`config.mk`:
```
export PLATFORM = sky130hd
export DESIGN_NAME = bitorder_gearbox
export DESIGN_NICKNAME = d
export VERILOG_FILES = /design/src/rtl/bitorder_gearbox.sv
export SDC_FILE = /design/constraint.sdc
export NUM_CORES = 1
export LEC_CHECK = 0
export BUFFER_PORTS_ARGS = -buffer_cell sky130_fd_sc_hd__buf_2
export CORE_MARGIN = 3
export CORE_UTILIZATION = 36
export CTS_CLUSTER_DIAMETER = 200
export DETAILED_ROUTE_END_ITERATION = 8
export GPL_ROUTABILITY_DRIVEN = 0
export REMOVE_ABC_BUFFERS = 1
export SLEW_MARGIN = 30
export SYNTH_ARGS = -nofsm -noshare
export SYNTH_HDL_FRONTEND = slang
export SYNTH_SLANG_ARGS = --single-unit
```
`constraint.sdc`:
```
create_clock -name clk -period 6.84 [get_ports clk]
set_input_delay 1.71 -clock clk [delete_from_list [all_inputs] [get_ports clk]]
set_output_delay 1.71 -clock clk [all_outputs]
set_load 0.01 [all_outputs]
```
`src/rtl/bitorder_gearbox.sv`:
```
// Width/bit-order gearbox: packs IN_W-bit chunks into WORD_W-bit words and emits OUT_W-bit chunks
// LSB-first. Define PAD_PARTIAL_EN to zero-fill and emit a trailing partial word instead of dropping it.
module bitorder_gearbox #(
   parameter int unsigned IN_W   = 2,
   parameter int unsigned OUT_W  = 2,
   parameter int unsigned WORD_W = 8,
   parameter int unsigned CNT_W  = 16
) (
   input  logic              clk,
   input  logic              rst,
   input  logic              axiiv,
   input  logic [IN_W-1:0]   axiid,
   input  logic              reverse,
   output logic              axiov,
   output logic [OUT_W-1:0]  axiod,
   output logic              frame_err,
   output logic [CNT_W-1:0]  words_in
);

   localparam int unsigned K_IN  = WORD_W / IN_W;
   localparam int unsigned K_OUT = WORD_W / OUT_W;
   localparam int unsigned ICW   = (K_IN > 1) ? $clog2(K_IN) : 1;
   localparam int unsigned OCW   = (K_OUT > 1) ? $clog2(K_OUT) : 1;
   localparam logic [ICW-1:0] IN_LAST  = ICW'(K_IN - 1);
   localparam logic [OCW-1:0] OUT_LAST = OCW'(K_OUT - 1);

   typedef enum logic {StIdle, StFill} in_state_e;
   typedef enum logic {StOutIdle, StEmit} out_state_e;

   in_state_e          in_st_q, in_st_d;
   logic [ICW-1:0]     in_cnt_q, in_cnt_d;
   logic               rev_q, rev_d;
   logic [WORD_W-1:0]  asm_q, asm_d;
   logic [CNT_W-1:0]   words_q, words_d;
   logic               err_q, err_d;
   out_state_e         out_st_q, out_st_d;
   logic [OCW-1:0]     out_cnt_q, out_cnt_d;
   logic [WORD_W-1:0]  obuf_q, obuf_d;
   logic               axiov_q, axiov_d;
   logic [OUT_W-1:0]   axiod_q, axiod_d;
`ifdef PAD_PARTIAL_EN
   logic               pend_q, pend_d;
   logic [WORD_W-1:0]  pend_buf_q, pend_buf_d;
   logic               pad_req;
`endif

   logic               rev_eff;
   logic [ICW-1:0]     cnt_eff;
   logic [CNT_W-1:0]   words_base;
   logic [WORD_W-1:0]  base, filled;
   logic [31:0]        pos;
   logic               load;
   logic               out_free;
   logic               ld;
   logic [WORD_W-1:0]  ld_word;

   // Input side: chunk placement, word completion, frame bookkeeping.
   always_comb begin
      rev_eff    = (in_st_q == StIdle) ? reverse : rev_q;
      cnt_eff    = (in_st_q == StIdle) ? '0 : in_cnt_q;
      words_base = (in_st_q == StIdle) ? '0 : words_q;
      pos        = rev_eff ? (WORD_W - (32'(cnt_eff) + 1) * IN_W) : (32'(cnt_eff) * IN_W);
      // Each word starts from zero so a padded partial word has clean unwritten positions.
      base       = (cnt_eff == '0) ? '0 : asm_q;
      filled     = base | (WORD_W'(axiid) << pos);

      in_st_d  = in_st_q;
      in_cnt_d = in_cnt_q;
      rev_d    = rev_q;
      asm_d    = asm_q;
      words_d  = words_q;
      err_d    = 1'b0;
      load     = 1'b0;
`ifdef PAD_PARTIAL_EN
      pad_req  = 1'b0;
`endif

      if (axiiv) begin
         in_st_d = StFill;
         rev_d   = rev_eff;
         asm_d   = filled;
         words_d = words_base;
         if (cnt_eff == IN_LAST) begin
            load     = 1'b1;
            in_cnt_d = '0;
            words_d  = (words_base == '1) ? words_base : words_base + CNT_W'(1);
         end else begin
            in_cnt_d = cnt_eff + ICW'(1);
         end
      end else if (in_st_q == StFill) begin
         in_st_d  = StIdle;
         in_cnt_d = '0;
         if (in_cnt_q != '0) begin
            err_d = 1'b1;
`ifdef PAD_PARTIAL_EN
            pad_req = 1'b1;
            words_d = (words_q == '1) ? words_q : words_q + CNT_W'(1);
`endif
         end
      end
   end

   // Output side: a load may coincide with the last chunk of the previous emission.
   always_comb begin
      out_free  = (out_st_q == StOutIdle) || (out_cnt_q == OUT_LAST);
      out_st_d  = out_st_q;
      out_cnt_d = out_cnt_q;
      obuf_d    = obuf_q;
      axiov_d   = 1'b0;
      axiod_d   = axiod_q;
      ld        = 1'b0;
      ld_word   = filled;
`ifdef PAD_PARTIAL_EN
      pend_d     = pend_q;
      pend_buf_d = pend_buf_q;
`endif

      if (out_st_q == StEmit) begin
         axiov_d = 1'b1;
         axiod_d = obuf_q[out_cnt_q*OUT_W +: OUT_W];
         if (out_cnt_q == OUT_LAST) begin
            out_st_d  = StOutIdle;
            out_cnt_d = '0;
         end else begin
            out_cnt_d = out_cnt_q + OCW'(1);
         end
      end

      if (load) begin
         ld = 1'b1;
`ifdef PAD_PARTIAL_EN
      end else if (pend_q && out_free) begin
         ld         = 1'b1;
         ld_word    = pend_buf_q;
         pend_d     = pad_req;
         pend_buf_d = asm_q;
      end else if (pad_req) begin
         // A short trailing frame can end while the previous word is still going out.
         if (out_free) begin
            ld      = 1'b1;
            ld_word = asm_q;
         end else begin
            pend_d     = 1'b1;
            pend_buf_d = asm_q;
         end
`endif
      end

      if (ld) begin
         obuf_d    = ld_word;
         out_st_d  = StEmit;
         out_cnt_d = '0;
      end
   end

   always_ff @(posedge clk) begin
      if (rst) begin
         in_st_q    <= StIdle;
         in_cnt_q   <= '0;
         rev_q      <= 1'b0;
         asm_q      <= '0;
         words_q    <= '0;
         err_q      <= 1'b0;
         out_st_q   <= StOutIdle;
         out_cnt_q  <= '0;
         obuf_q     <= '0;
         axiov_q    <= 1'b0;
         axiod_q    <= '0;
`ifdef PAD_PARTIAL_EN
         pend_q     <= 1'b0;
         pend_buf_q <= '0;
`endif
      end else begin
         in_st_q    <= in_st_d;
         in_cnt_q   <= in_cnt_d;
         rev_q      <= rev_d;
         asm_q      <= asm_d;
         words_q    <= words_d;
         err_q      <= err_d;
         out_st_q   <= out_st_d;
         out_cnt_q  <= out_cnt_d;
         obuf_q     <= obuf_d;
         axiov_q    <= axiov_d;
         axiod_q    <= axiod_d;
`ifdef PAD_PARTIAL_EN
         pend_q     <= pend_d;
         pend_buf_q <= pend_buf_d;
`endif
      end
   end

   assign axiov     = axiov_q;
   assign axiod     = axiod_q;
   assign frame_err = err_q;
   assign words_in  = words_q;

endmodule

```
==> results of run 1 <==
==> cells in the mapped netlist, types with 7 or more instances <==
library cell / number
nor2_1: 11
nand4_1: 11
dfxtp_1: 43
o21ai_0: 10
a21oi_1: 18
inv_1: 10
nand2_1: 22
and3_1: 8
nand3_1: 12
clkbuf_1: 13
mux2_2: 7
nor3_1: 9
==> layer usage <==
metal  vias to the layer above  track usage  share of wire
met5                         -            0              0
met4                         0      0.04317          0.012
met2                        29       0.2335           0.45
li1                       1000            -              -
met1                       930       0.2074           0.50
met3                         6      0.04024          0.036
==> worst max-delay path: cells and delay by family <==
kind / cells / cell delay [ns]
and+or+nand+nor: 2 / 1.20
buffers and inverters: 1 / 0.28
AOI/OAI and AO/OA: 2 / 0.27
==> power by group through the flow <==
stage / clock network [µW] / logic, µW / registers (µW)
2_1_floorplan: 0 / 14.9 / 262
4_1_cts: 244 / 26.3 / 257
3_5_place_dp: 0 / 26.2 / 263
3_3_place_gp: 0 / 25.6 / 263
6_report: 238 / 26.2 / 257
5_1_grt: 252 / 29.3 / 258
==> sequential cells by signal (all words and copies together) (netlist names) <==
signal and count:
in_st_q 1, axiov 1, out_st_q 1, axiod 2, words_in 16, asm_q 8
out_cnt_q 2, obuf_q 8, rev_q 1, frame_err 1, in_cnt_q 2
==> how the worst max path moves through the flow <==
stage / endpoint / cells past startpoint
floorplan: words_in[9] / 4
global placement: obuf_q[6] / 5
detailed placement: obuf_q[0] / 5
CTS: obuf_q[0] / 5
global route: obuf_q[1] / 5
finish: obuf_q[0] / 5
==> cells in the final DEF, fill, tap and decap left out, drive strengths merged, types with 6 or more instances in the layout <==
| cell type | count |
|---|---|
| nand4 | 11 |
| nand2 | 22 |
| inv | 10 |
| nor2 | 11 |
| nor2b | 6 |
| buf | 25 |
| o21ai | 11 |
| dfxtp | 43 |
| mux2 | 7 |
| a21oi | 18 |
| and2 | 6 |
| nor3 | 9 |
| and3 | 10 |
| nand3 | 13 |
==> layout make-up <==
type                    count  area (µm²)  area share
clock inverters             3       67.56     0.02696
clock buffers               5       68.82     0.02746
flip-flops and latches     43       860.8      0.3435
multi-input cells         190        1252      0.4998
well taps                  75       93.84     0.03744
inverters                  10       37.54     0.01498
repair buffers             25       125.1     0.04993
==> kinds of logic after synthesis <==
family                   count (synthesis)  synth area share
AO/OA/AOI/OAI                           64            0.1916
adder cells (fa/ha/maj)                  5           0.02809
buffers and inverters                   28           0.05113
flip-flops                              43            0.3865
multiplexers                            14           0.07809
AND/OR/NAND/NOR                        107            0.2646
==> through the flow <==
step	power, µW	instance area, µm²
floorplan	276.8	2151
detailed placement	289.6	2370
CTS	527.4	2506
finish	521.4	2506
global route	539.5	2506
global placement	288.9	2370
==> flow_summary.yaml, run 1 <==
floorplan:
  die-area_um2: 7166
  ioPinCount: 26
  rows: 28
  initial_utilization: 0.3739
  die-height_um: 84.66
  fp.dieW_um: 84.66
  core_um2: 5956
yosys:
  yosysSeqAreaShare: 0.3865
  synth_edf_count: 0
  dominantRegCellSynth: "dfxtp_1"
  async_flop_share: 0
  ys_seq_elements: 43
  syn_inst: 261
  netlist_area_um2: 2227
  yosys-top-cells-area: "dfxtp_1, a21oi_1, nand2_1"
  syn_avg_cell_area_um2: 8.533
  yosys_warnings: 0
  synth_cell_types: 48
  yosysTopAreaCell: "dfxtp_1"
  netlist.area_leader.share: 0.3865
timing:
  clock_skew_ns: 0.004935
  period_needed_ns: 3.232
  fin_crit_sh: 0.4725
  postLayoutSetupSlackWorst_ns: 3.608
  setup_tns_ns: 0
  max_freq_mhz: 309.4
  worst_pin_slew_ns: 0.8890
  hold_viol: 0
  rsz0062_at_grt: "false"
  finalSetupViolCount: 0
  maxSlewViolCount: 0
  fin_hold_ws_ns: 0.4630
  relSlewSlack: 0.4065
detailed_routing:
  drtPass1Iterations: 4
  wl_mm: 5.267
  wire_per_inst_um: 15.01
  vias: 1965
  drt_iter0_markers: 99
  drc: 0
  ant_nets: 0
  avgViaCountPerCell: 5.598
global_routing:
  grt_pass1_vias: 1851
  grt_use_total: 0.1510
  grt-ovfl-total: 0
  grt_max_degree: 40
  grt_pass1_wl_mm: 8.838
  antenna_found_initial: 0
power:
  power_frac_clock: 0.456
  swShare: 0.2219
  p_seq_frac: 0.494
  ir_drop_uv: 123.5
  p_leak_uw: 0.0009530
  powerDensity_nw_per_um2: 208.1
  p_comb_frac: 0.050
  power.switching_uw: 115.7
  cellInternalPower_uw: 405.8
setup_path:
  cp-end-kind: "flip-flop"
  path_max_fanout: 19
  worstReg2RegEnd: "words_in[3]"
  cp.arrival_ns: 3.47
  worst_setup_path_start_kind: "primary input"
  cp.required_ns: 7.07
  crit-reg2reg-launch: "in_st_q"
  worstPathCellList: "buf_2 -> nand4_1 -> nor3_1 -> a22oi_1 -> o21ai_0"
  critical_path_class: "in -> reg"
  crit_slowest_cell: "nor3_1"
  critPathLaunch: "axiiv"
  worstRegToRegCells: 4
  r2r_slack_ns: 3.96
  slowest_delay_ns: 0.81
clock_tree:
  postCtsSetupBuffers: 0
  clk_latency_ns: 0.30
  cts_htree_levels: 2
  cts_hold_buf: 0
  post_cts_resized: 0
  numCtsBuffers: 5
  clock_path_buffers: 2
  clockRootBuffer: "clkbuf_8"
  tritoncts: "done"
  clkTransAtPathRegs_ns: 0.08
  clock_sink_count: 43
placed_design:
  hpwlAfterDp_mm: 3.613
  pre_cts_ws_ns: 3.313
  io_buffer_count: 25
  placed_cells: 343
flow_run:
  cap_violations: 0
cells_and_area:
  nFillCells: 624
  nets: 286
  diodes: 0
  final_util: 0.4208
  drive_gt1_frac: 0.1739
  area_growth_pct: 12.53
  finalNonFillerCells: 351
worst_hold_path:
  hp-class: "reg -> reg"
  hold_start: "asm_q[3]"
  holdPathStages: 2
  holdPathEnd: "asm_q[3]"
outcome:
  status: "finished, final reports clean"
No activity file was read; power rests on OpenSTA's default activity.
==> inputs of run 2 (changes only) <==
- ABC_AREA: default -> 1
- clock period: 6.84 -> 3.2 ns (I/O delays scaled with it)
==> flow_summary.yaml, run 2 <==
outcome:
  status: "finished, final reports clean"
setup_path:
  cp.arrival_ns: 2.32
  path_max_fanout: 14
  cp-end-kind: "flip-flop"
  cp.required_ns: 3.38
  worst_setup_path_start_kind: "flip-flop"
  critical_path_class: "reg -> reg"
clock_tree:
  clk_latency_ns: 0.29
  cts_hold_buf: 0
  clockRootBuffer: "clkbuf_8"
  clock_path_buffers: 2
  numCtsBuffers: 5
  clkTransAtPathRegs_ns: 0.08
  postCtsSetupBuffers: 0
  post_cts_resized: 0
  tritoncts: "done"
  cts_htree_levels: 2
  clock_sink_count: 43
yosys:
  dominantRegCellSynth: "dfxtp_1"
  async_flop_share: 0
  synthTopCellsByCount: "nand2_1, nor2_1, dfxtp_1"
  yosys_warnings: 0
  netlist.area_leader.share: 0.3660
  synth.most_common_cell: "nand2_1"
  syn_inst: 358
  ys_seq_elements: 43
  netlist_area_um2: 2352
  yosysSeqAreaShare: 0.3660
  syn_avg_cell_area_um2: 6.571
  yosys-top-cells-area: "dfxtp_1, nand2_1, nor2_1"
  synth_edf_count: 0
  yosysTopAreaCell: "dfxtp_1"
  synth_cell_types: 30
timing:
  fin_crit_sh: 0.6675
  clock_skew_ns: 0.007497
  max_freq_mhz: 468.2
  postLayoutSetupSlackWorst_ns: 1.064
  rsz0062_at_grt: "false"
  hold_viol: 0
  period_needed_ns: 2.136
  finalSetupViolCount: 0
  setup_tns_ns: 0
  maxSlewViolCount: 0
  relSlewSlack: 0.6861
  worst_pin_slew_ns: 0.4691
detailed_routing:
  drt_iter0_markers: 64
  wl_mm: 5.335
  avgViaCountPerCell: 4.717
  drtPass1Iterations: 4
  drc: 0
  ant_nets: 0
  wire_per_inst_um: 11.60
  vias: 2170
floorplan:
  fp.dieW_um: 86.84
  core_um2: 6131
  ioPinCount: 26
  initial_utilization: 0.3837
  rows: 28
  die-area_um2: 7540
  die-height_um: 86.84
cells_and_area:
  nFillCells: 645
  largest_reg_flops: 16
  drive_gt1_frac: 0.1481
  final_cell_mix: "nand2_1, nor2_1, dfxtp_1, inv_1, buf_2"
  nets: 395
  final_common_cell: "nand2_1"
  area_growth_pct: 13.40
  diodes: 0
global_routing:
  grt_max_degree: 17
  grt_use_total: 0.1537
  grt-ovfl-total: 0
  grt_pass1_wl_mm: 9.522
  antenna_found_initial: 0
  grt_pass1_vias: 2178
power:
  powerDensity_nw_per_um2: 417.8
  power_frac_clock: 0.446
  p_leak_uw: 0.001262
  p_comb_frac: 0.064
  power.switching_uw: 241.4
  ir_drop_uv: 270.4
  cellInternalPower_uw: 873.0
  p_seq_frac: 0.490
  swShare: 0.2166
placed_design:
  pre_cts_ws_ns: 1.074
  io_buffer_count: 25
  hpwlAfterDp_mm: 4.041
worst_hold_path:
  hp-class: "reg -> reg"
flow_run:
  cap_violations: 0
[run 2: cell count changes in the layout (fill, tap and decap cells not counted), sizes merged, moves of 6 or more]
cell and delta:
nand2 +102, nor2 +58, inv +32, and3 -9, mux2 -7, a21oi -6
and2 -6, nand4 -6, nor2b -6, nor3 -6
[run 2: critical path, cell delays in order, from the launching register on]
cell and delay [ns]:
dfxtp_1 0.56, nand2_2 0.13, inv_1 0.08, ha_1 0.18
nand2_1 0.10, nor2_4 0.11, nand2_1 0.11, nor2_2 0.10
nand2_2 0.18, nand2_1 0.24, o21ai_0 0.12, nand2_1 0.08
nand2_1 0.04
[run 2: cells by family after synthesis]
group           after synthesis  share of synthesized area
simple gates                222                     0.4234
flops                        43                     0.3660
fa+ha+maj                     5                    0.02660
compound gates               35                    0.08457
xor+xnor                      2                   0.007448
buf+inv                      51                    0.09202
[run 2: final cells by class]
class	instances	area [µm²]	share of cell area
clock buffers	6	72.57	0.02720
clock inverters	2	60.06	0.02251
inverters	42	157.7	0.05910
multi-input cells	264	1275	0.4780
flip-flops and latches	43	860.8	0.3227
well taps	75	93.84	0.03518
repair buffers	28	147.6	0.05535
[run 2: power by group through the flow]
| stage | clock network (µW) | logic [µW] | registers [µW] |
|---|---|---|---|
| 6_report | 497 | 70.8 | 546 |
| 3_5_place_dp | 0 | 70.8 | 559 |
| 3_3_place_gp | 0 | 70.7 | 559 |
| 5_1_grt | 538 | 80.7 | 548 |
| 4_1_cts | 511 | 71.3 | 546 |
| 2_1_floorplan | 0 | 43.0 | 560 |
[run 2: final timing paths]
kind         startpoint     endpoint  slack (ns)  cells past startpoint
max             in_st_q  words_in[1]        1.06                     12
min            asm_q[6]     asm_q[6]        0.45                      2
max reg2reg     in_st_q  words_in[1]        1.06                     12
min reg2reg    asm_q[6]     asm_q[6]        0.45                      2
[run 2: layer usage]
metal  global-route usage  vias to the layer above  routed length (µm)
met5                    0                        -                   0
li1                     -                     1164                   -
met2               0.2574                       37                2358
met4              0.03399                        0                  44
met1               0.1995                      965                2689
met3              0.03707                        4                 242
[run 2: metrics by stage]
| step | instances | total power, µW | hold slack [ns] | utilization | instance area [µm²] |
|---|---|---|---|---|---|
| 6_report | 460 | 1114 | 0.4523 | 0.4351 | 2668 |
| 5_1_grt | 460 | 1166 | 0.4718 | 0.4351 | 2668 |
| 4_1_cts | 460 | 1129 | 0.4575 | 0.4351 | 2668 |
| 3_5_place_dp | 452 | 630.0 | 0.4409 | 0.4135 | 2535 |
| 3_3_place_gp | 452 | 629.8 | 0.4359 | 0.4135 | 2535 |
| 2_1_floorplan | 349 | 603.1 | 0.4206 | - | 2293 |
==> inputs of run 3 (changes only) <==
- clock period: 3.2 -> 1.9 ns (I/O delays scaled with it)
==> flow_summary.yaml, run 3 (synthesized netlist as in run 2, its figures left out) <==
timing:
  period_needed_ns: 1.719
  max_freq_mhz: 581.8
  rsz0062_at_grt: "true"
  hold_viol: 0
  relSlewSlack: 0.7647
  worst_pin_slew_ns: 0.3526
  finalSetupViolCount: 0
  fin_crit_sh: 0.9046
  postLayoutSetupSlackWorst_ns: 0.1813
  maxSlewViolCount: 0
  clock_skew_ns: 0.007241
global_routing:
  grt_busiest_layer: "met2"
  grt_max_degree: 17
  use_met1: 0.2169
  antenna_found_initial: 0
  met2_usage: 0.2340
  grt-ovfl-total: 0
  grt_use_total: 0.1544
  grt_pass1_wl_mm: 9.363
  grt_pass1_vias: 2076
  met3_usage: 0.03612
power:
  ir_drop_uv: 413.4
  p_comb_frac: 0.075
  power_uw: 1770
  p_seq_frac: 0.519
  power_frac_clock: 0.406
  cellInternalPower_uw: 1344
  p_leak_uw: 0.001316
  swShare: 0.2405
  powerDensity_nw_per_um2: 640.8
  power.switching_uw: 425.7
detailed_routing:
  drc: 0
  wl_mm: 5.357
  avgViaCountPerCell: 4.747
  ant_nets: 0
  vias: 2231
  wire_per_inst_um: 11.40
  drt_iter0_markers: 105
  drtPass1Iterations: 4
cells_and_area:
  area_growth_pct: 17.39
  final_util: 0.4504
  drive_gt1_frac: 0.1924
  multiInputGateArea_um2: 1306
  seq_area_um2: 864.6
  nets: 405
  diodes: 0
  largest_reg_flops: 16
  nFillCells: 650
  final_cell_mix: "nand2_1, nor2_1, dfxtp_1, inv_1, buf_2"
  final_common_cell: "nand2_1"
clock_tree:
  clkTransAtPathRegs_ns: 0.09
  clock_sink_count: 43
  cts_htree_levels: 2
  clock_path_buffers: 2
  tritoncts: "done"
  numCtsBuffers: 5
  clk_latency_ns: 0.30
  clockRootBuffer: "clkbuf_8"
  post_cts_resized: 0
  cts_hold_buf: 0
  postCtsSetupBuffers: 0
setup_path:
  worstRegToRegCells: 12
  cp.arrival_ns: 1.95
  critical_path_class: "reg -> reg"
  cp.depth: 12
  critPathBufInv: 2
  worst_setup_path_start_kind: "flip-flop"
  slowest_delay_ns: 0.37
  cp_common_cell: "nand2_1"
  cp.required_ns: 2.14
  path_max_fanout: 10
  crit_slowest_cell: "dfxtp_4"
  worstPathCellList: "nand2_1 -> inv_1 -> ha_2 -> nand2_1 -> nor2_4 -> nand2_1 -> nor2_2 -> nand2_4 -> buf_4 -> nand3_1 -> o21ai_1 -> a21oi_1"
  path_delay_family: "simple AND/OR/NAND/NOR gates"
  cp-end-kind: "flip-flop"
placed_design:
  pre_cts_ws_ns: 0.06015
  io_buffer_count: 25
  hpwlAfterDp_mm: 4.025
floorplan:
  die-area_um2: 7540
  initial_utilization: 0.3837
  ioPinCount: 26
  core_um2: 6131
  fp.dieW_um: 86.84
  rows: 28
  die-height_um: 86.84
flow_run:
  cap_violations: 0
worst_hold_path:
  hp-class: "reg -> reg"
  holdPathStages: 2
outcome:
  status: "finished, final reports clean"
[run 3: final cells by class]
cell class | count | share of cell area
Clock buffer | 5 | 0.02492
Multi-Input combinational cell | 264 | 0.4730
Clock inverter | 3 | 0.01586
Sequential cell | 43 | 0.3131
Inverter | 42 | 0.05709
Tap cell | 75 | 0.03398
Timing Repair Buffer | 38 | 0.08201
[run 3: worst reg2reg max path: stages, from the launching register on]
cell     delay, ns
dfxtp_4       0.37
nand2_1       0.06
inv_1         0.06
ha_2          0.19
nand2_1       0.09
nor2_4        0.11
nand2_1       0.09
nor2_2        0.13
nand2_4       0.11
buf_4         0.17
nand3_1       0.09
o21ai_1       0.07
a21oi_1       0.11
[run 3: worst paths after layout]
| path | from | end | slack [ns] |
|---|---|---|---|
| worst min register to register | asm_q[6] | asm_q[6] | 0.46 |
| worst max-delay path | in_st_q | words_in[5] | 0.18 |
| worst min-delay path | asm_q[6] | asm_q[6] | 0.46 |
| worst max register to register | in_st_q | words_in[5] | 0.18 |
[run 3: per-stage QoR]
step | hold slack [ns] | instances | TNS (ns) | cell area, µm²
after floorplan | 0.4206 | 349 | -3.884 | 2293
after global placement | 0.4361 | 462 | 0 | 2610
after detailed placement | 0.4389 | 462 | 0 | 2610
after CTS | 0.4575 | 470 | 0 | 2723
after global routing | 0.4824 | 470 | -0.01422 | 2761
final | 0.4555 | 470 | 0 | 2761
[run 3: power groups by stage]
stage	Combinational [µW]	Clock [µW]	Sequential (µW)
after floorplan	72.3	0	943
after global placement	128	0	939
after detailed placement	128	0	939
after CTS	128	742	918
after global routing	150	784	920
final	133	718	918
[run 3: per-layer routing]
layer  vias up  share of wire
met4         0          0.012
li1       1186              -
met2        51           0.43
met1       987           0.50
met5         -              0
met3         7          0.057
